`src/rtl/vend_pkg.sv`:
```
// Shared vending definitions.
// Holds the change codes used by the vending FSM and the change dispenser,
// plus the state encoding of the change dispenser.
package vend_pkg;

  // Change owed, expressed in nickels
  localparam logic [2:0] NICKEL      = 3'b001;
  localparam logic [2:0] DIME        = 3'b010;
  localparam logic [2:0] NICKEL_DIME = 3'b011;

  typedef enum logic [2:0] {
    IDLE,
    SELECT,
    EJECT_N,
    EJECT_D,
    RELEASE,
    DONE,
    FAULT
  } disp_state_e;

endpackage

```
`src/rtl/change_dispenser_handshake_timer.sv`:
```
// Handshake watchdog timer.
// Counts enabled cycles since the last clear and flags expiry once the count
// reaches TIMEOUT. The count holds at TIMEOUT so expiry cannot wrap away.
// Ports:
//   i_clk      clock
//   i_rst      synchronous active-high reset
//   i_clear    synchronous clear of the count (wins over i_en)
//   i_en       count enable
//   o_expired  high while count == TIMEOUT
module handshake_timer #(
  parameter int TIMEOUT = 15
) (
  input  logic i_clk,
  input  logic i_rst,
  input  logic i_clear,
  input  logic i_en,
  output logic o_expired
);

  localparam int W = (TIMEOUT < 1) ? 1 : $clog2(TIMEOUT + 1);

  logic [W-1:0] r_count;

  assign o_expired = (r_count == W'(TIMEOUT));

  always_ff @(posedge i_clk) begin
    if (i_rst || i_clear) begin
      r_count <= '0;
    end else if (i_en && !o_expired) begin
      r_count <= r_count + 1'b1;
    end
  end

endmodule

```
`src/rtl/change_dispenser.sv`:
```
// Change dispenser: pays out change owed (in nickels) through a coin hopper
// using a four-phase request/ack handshake, one coin at a time. Dimes are
// preferred, nickels are the fallback. A sticky fault is raised when change
// cannot be paid or the hopper does not answer in time.
// Ports:
//   clock, reset         clock and synchronous active-high reset
//   change[2:0]          change owed in nickels, nonzero = request (while ready)
//   refill               reload both inventories (IDLE only)
//   hopper_ack           hopper acknowledge
//   ready, busy          state decodes
//   eject_nickel/dime    registered eject requests
//   done                 one-cycle pulse when a request is fully paid
//   fault                sticky fault, cleared only by reset
//   nickel_cnt/dime_cnt  coins in stock
module change_dispenser
  import vend_pkg::*;
#(
  parameter int CNT_W       = 4,
  parameter int NICKEL_INIT = 8,
  parameter int DIME_INIT   = 8,
  parameter int TIMEOUT     = 15
) (
  input  logic             clock,
  input  logic             reset,
  input  logic [2:0]       change,
  input  logic             refill,
  input  logic             hopper_ack,
  output logic             ready,
  output logic             busy,
  output logic             eject_nickel,
  output logic             eject_dime,
  output logic             done,
  output logic             fault,
  output logic [CNT_W-1:0] nickel_cnt,
  output logic [CNT_W-1:0] dime_cnt
);

  disp_state_e      r_state;
  disp_state_e      w_next;
  logic [2:0]       r_amt;
  logic [CNT_W-1:0] r_nickel_cnt;
  logic [CNT_W-1:0] r_dime_cnt;
  logic             r_eject_n;
  logic             r_eject_d;
  logic             r_done;
  logic             r_fault;
  logic             w_take_n;
  logic             w_take_d;
  logic             w_expired;
  logic             w_tmr_clr;
  logic             w_tmr_en;

  // The watchdog restarts on every state change, so each ack edge gets its
  // own full TIMEOUT window.
  assign w_tmr_clr = (w_next != r_state);
  assign w_tmr_en  = (r_state == EJECT_N) || (r_state == EJECT_D) ||
                     (r_state == RELEASE);

  handshake_timer #(
    .TIMEOUT (TIMEOUT)
  ) u_timer (
    .i_clk     (clock),
    .i_rst     (reset),
    .i_clear   (w_tmr_clr),
    .i_en      (w_tmr_en),
    .o_expired (w_expired)
  );

  always_comb begin
    w_next   = r_state;
    w_take_n = 1'b0;
    w_take_d = 1'b0;
    case (r_state)
      IDLE: begin
        if (!refill && (change != 3'd0)) w_next = SELECT;
      end
      SELECT: begin
        // The nonzero-count checks here are what keep the counters from
        // underflowing on the later decrement.
        if ((r_amt >= DIME) && (r_dime_cnt != '0))        w_next = EJECT_D;
        else if ((r_amt >= NICKEL) && (r_nickel_cnt != '0)) w_next = EJECT_N;
        else                                                w_next = FAULT;
      end
      EJECT_N: begin
        if (hopper_ack) begin
          w_take_n = 1'b1;
          w_next   = RELEASE;
        end else if (w_expired) begin
          w_next = FAULT;
        end
      end
      EJECT_D: begin
        if (hopper_ack) begin
          w_take_d = 1'b1;
          w_next   = RELEASE;
        end else if (w_expired) begin
          w_next = FAULT;
        end
      end
      RELEASE: begin
        if (!hopper_ack)    w_next = (r_amt == 3'd0) ? DONE : SELECT;
        else if (w_expired) w_next = FAULT;
      end
      DONE:    w_next = IDLE;
      FAULT:   w_next = FAULT;
      default: w_next = IDLE;
    endcase
  end

  always_ff @(posedge clock) begin
    if (reset) begin
      r_state      <= IDLE;
      r_amt        <= 3'd0;
      r_nickel_cnt <= CNT_W'(NICKEL_INIT);
      r_dime_cnt   <= CNT_W'(DIME_INIT);
      r_eject_n    <= 1'b0;
      r_eject_d    <= 1'b0;
      r_done       <= 1'b0;
      r_fault      <= 1'b0;
    end else begin
      r_state   <= w_next;
      // Registered outputs are decoded from the next state so they line up
      // with the state they belong to.
      r_eject_n <= (w_next == EJECT_N);
      r_eject_d <= (w_next == EJECT_D);
      r_done    <= (w_next == DONE);
      r_fault   <= (w_next == FAULT);
      if (r_state == IDLE) begin
        if (refill) begin
          r_nickel_cnt <= CNT_W'(NICKEL_INIT);
          r_dime_cnt   <= CNT_W'(DIME_INIT);
        end else if (change != 3'd0) begin
          r_amt <= change;
        end
      end
      if (w_take_n) begin
        r_nickel_cnt <= r_nickel_cnt - 1'b1;
        r_amt        <= r_amt - 3'd1;
      end
      if (w_take_d) begin
        r_dime_cnt <= r_dime_cnt - 1'b1;
        r_amt      <= r_amt - 3'd2;
      end
    end
  end

  assign ready        = (r_state == IDLE) && !refill;
  assign busy         = (r_state != IDLE) && (r_state != FAULT);
  assign eject_nickel = r_eject_n;
  assign eject_dime   = r_eject_d;
  assign done         = r_done;
  assign fault        = r_fault;
  assign nickel_cnt   = r_nickel_cnt;
  assign dime_cnt     = r_dime_cnt;

endmodule
```
`config.mk`:
```
export PLATFORM = sky130hd
export DESIGN_NAME = change_dispenser
export DESIGN_NICKNAME = d
export VERILOG_FILES = /design/src/rtl/vend_pkg.sv /design/src/rtl/change_dispenser_handshake_timer.sv /design/src/rtl/change_dispenser.sv
export SDC_FILE = /design/constraint.sdc
export NUM_CORES = 1
export LEC_CHECK = 0
export CAP_MARGIN = 20
export CORE_MARGIN = 2
export CORE_UTILIZATION = 55
export DETAILED_ROUTE_END_ITERATION = 7
export GPL_TIMING_DRIVEN = 0
export PLACE_DENSITY_LB_ADDON = 0.08
export SLEW_MARGIN = 15
export SYNTH_ARGS = -nofsm -noshare
export SYNTH_HDL_FRONTEND = slang
export SYNTH_HIERARCHICAL = 1
export SYNTH_SLANG_ARGS = --single-unit
export TNS_END_PERCENT = 100
```
`constraint.sdc`:
```
create_clock -name clock -period 4.3 [get_ports clock]
set_input_delay 0.86 -clock clock [delete_from_list [all_inputs] [get_ports clock]]
set_output_delay 0.86 -clock clock [all_outputs]
set_load 0.005 [all_outputs]
```
==> impl_metrics.yaml <==
setup_path:
  path_depth: 3
  worstPathCellList: "clkdlybuf4s50_1, nor4_2, clkdlybuf4s50_1"
  path_class: "in2out"
  startpoint_type: "input pin"
  slowest_delay_ns: 0.61
  cpMostUsedCell: "clkdlybuf4s50_1"
  reg2reg_depth: 6
  slowest_stage: "clkdlybuf4s50_1"
  required_ns: 3.44
  critical_path.max_fanout: 6
  crit_path_end_kind: "primary output"
  critPathTopFamily: "buffers and inverters"
  worst-endpoint-arrival_ns: 2.39
  path_buf_inv: 2
timing:
  fin_tns_setup_ns: 0
  finClkSkew_ns: 0.00199
  fin_crit_sh: 0.755
  slew_headroom: 0.598
  worst_pin_slew_ns: 0.597
  setup_viol: 0
  fin_crit_ns: 3.25
  rsz0062_at_grt: "no"
  finalHoldViolCount: 0
  fmax_ghz: 0.308
  final_max_slew_viol_count: 0
clocking:
  cts-buffers-inserted: 3
  cts_resized: 0
  clock-sinks: 22
  root_buffer: "clkbuf_4"
  holdBufCountCts: 0
  post-cts-setup-buffers: 0
  cts_tree: "done"
  cts_max_path_buffers: 2
  clk_latency_ns: 0.31
  htree_levels: 1
  clk_pin_slew_ns: 0.12
final_layout:
  multiInputGateArea_um2: 777
  finish.instance_area_um2: 1580
  area_growth_pct: 22.2
  register_area_um2: 440
  nets: 199
  antenna_cells: 0
  drive_gt1_frac: 0.132
  n_fill_cell: 190
place:
  numPortBuffers: 20
  placed_area_um2: 1530
  place.gp.congestion: 0.870
  detailedPlacementHpwl_um: 2210
synthesis:
  seq_area_frac_synth: 0.340
  synth_top_area_cell: "dfxtp_1"
  ys_types: 48
  ys_top_cells_by_area: "dfxtp_1 34%, ha_1 8.7%, nor2_1 7.2%"
  ys_ff_latch: 22
  synth.top_cell.area_share: 0.340
  synth_area_um2: 1300
  ys.flop_type: "dfxtp_1"
  async_flop_share: 0
  synth_area_per_cell_um2: 8.20
  synth_cells: 158
  synth_nets: 174
  synth_enable_flop_cells: 0
  ys_warn_count: 6
grt:
  grt_usage: 0.246
  antenna_found_initial: 0
  grt_max_degree: 14
  grt_pass1_vias: 1114
  grt.overflow.total: 0
  grt_pass1_wl_um: 4960
floorplan:
  initial_utilization: 0.586
  row_count: 17
  coreArea_um2: 2210
  die_h_um: 52.5
  die_x_um: 52.5
  io_pins: 21
  die_area_um2: 2760
detailed_routing:
  wirelength_um: 2890
  via_per_inst: 5.66
  drt_pass1_iterations: 4
  drc_errors: 0
  vias: 1188
  final_antenna_net_count: 0
  wl_per_cell_um: 13.7
  drt_iter0_drc: 29
run:
  drv_cap: 0
outcome:
  status: "complete, no violations"
hold_path:
  hold_path.class: "reg2reg"
  whs_path_depth: 2
power_and_ir_drop:
  peakVddDrop_mv: 0.366
  p_leak_nw: 0.638
  powerDensity_nw_per_um2: 638
==> where the power goes <==
| part | switching, mW | internal (mW) | total [mW] |
|---|---|---|---|
| Combinational | 0.304 | 0.246 | 0.550 |
| Clock | 0.0643 | 0.0942 | 0.159 |
| Sequential | 0.0493 | 0.253 | 0.302 |
==> per-stage QoR <==
step	setup slack [ns]	power (mW)	std cells	utilization	hold WS [ns]
final	1.05	1.01	210	0.716	0.499
after global routing	0.957	1.11	210	0.716	0.534
after CTS	1.08	1.01	210	0.716	0.501
after detailed placement	1.08	0.849	206	0.692	0.483
after global placement	1.11	0.829	206	0.692	0.471
after floorplan	2.24	0.678	158	-	0.459
==> worst min-delay path, delay by kind of cell, from the launching register on <==
family         cells  cell delay (ns)
flip-flops         1             0.35
AO/OA/AOI/OAI      2             0.12
==> synth_stat cells (3+ instances only) <==
master and count:
inv_2 3, dfxtp_1 22, ha_1 9, a21oi_1 13, buf_2 3, nor2_1 25, nand2b_1 3, nand2_1 16
o21ai_0 6, and3_1 3, nor3_1 3, inv_1 10
==> registers in the layout (all words and copies together), names as in the netlist <==
| register | flops |
|---|---|
| eject_nickel | 1 |
| fault | 1 |
| dime_cnt | 4 |
| r_state | 3 |
| nickel_cnt | 4 |
| u_timer/r_count | 4 |
| done | 1 |
| eject_dime | 1 |
| r_amt | 3 |
==> layout by cell type, fill, tap and decap left out, types with 2 or more instances in the layout <==
cell             synthesis  routed
clkdlybuf4s50_1          0      20
nor3_1                   3       3
ha_1                     9       9
nand3_1                  2       2
o21ai_0                  6       6
nand4b_1                 2       2
xor2_1                   2       2
clkbuf_4                 0       3
buf_2                    3       3
a21oi_1                 13      13
nand2_1                 16      16
nand2b_1                 3       3
nand3b_1                 2       2
and3_1                   3       3
inv_2                    3       3
dfxtp_1                 22      22
nor4_2                   2       2
nor2_1                  25      25
o31ai_1                  2       2
inv_1                   10      10
==> path summary, 6_finish.rpt <==
path | slack (ns) | start | to
max reg2reg | 2.38 | r_state[2]$_SDFF_PP0_ | u_timer/r_count[0]$_SDFFE_PP0P_
min reg2reg | 0.50 | u_timer/r_count[1]$_SDFFE_PP0P_ | u_timer/r_count[1]$_SDFFE_PP0P_
max | 1.05 | refill | ready
min | 0.50 | u_timer/r_count[1]$_SDFFE_PP0P_ | u_timer/r_count[1]$_SDFFE_PP0P_
==> metal layers <==
| metal | global-route usage | vias to the layer above | routed length, um |
|---|---|---|---|
| li1 | - | 600 | - |
| met1 | 0.323 | 558 | 1360 |
| met2 | 0.398 | 23 | 1350 |
| met3 | 0.0400 | 7 | 127 |
| met4 | 0.103 | 0 | 48 |
| met5 | 0 | - | 0 |
==> kinds of logic after synthesis <==
family	after synthesis	synth area share
AOI/OAI and AO/OA	38	0.218
muxes	2	0.0164
buffers and inverters	19	0.0608
adders and majority gates	9	0.0869
and+or+nand+nor	66	0.264
xor gates and xnor gates	2	0.0135
DFF	22	0.340
==> layout make-up <==
type / count / share of cell area
Timing Repair Buffer: 20 / 0.126
Sequential cell: 22 / 0.278
Tap cell: 28 / 0.0221
Buffer: 5 / 0.0166
Clock inverter: 1 / 0.0190
Multi-Input combinational cell: 117 / 0.491
Clock buffer: 3 / 0.0142
Inverter: 14 / 0.0332
(Power assumes the default switching activity.)
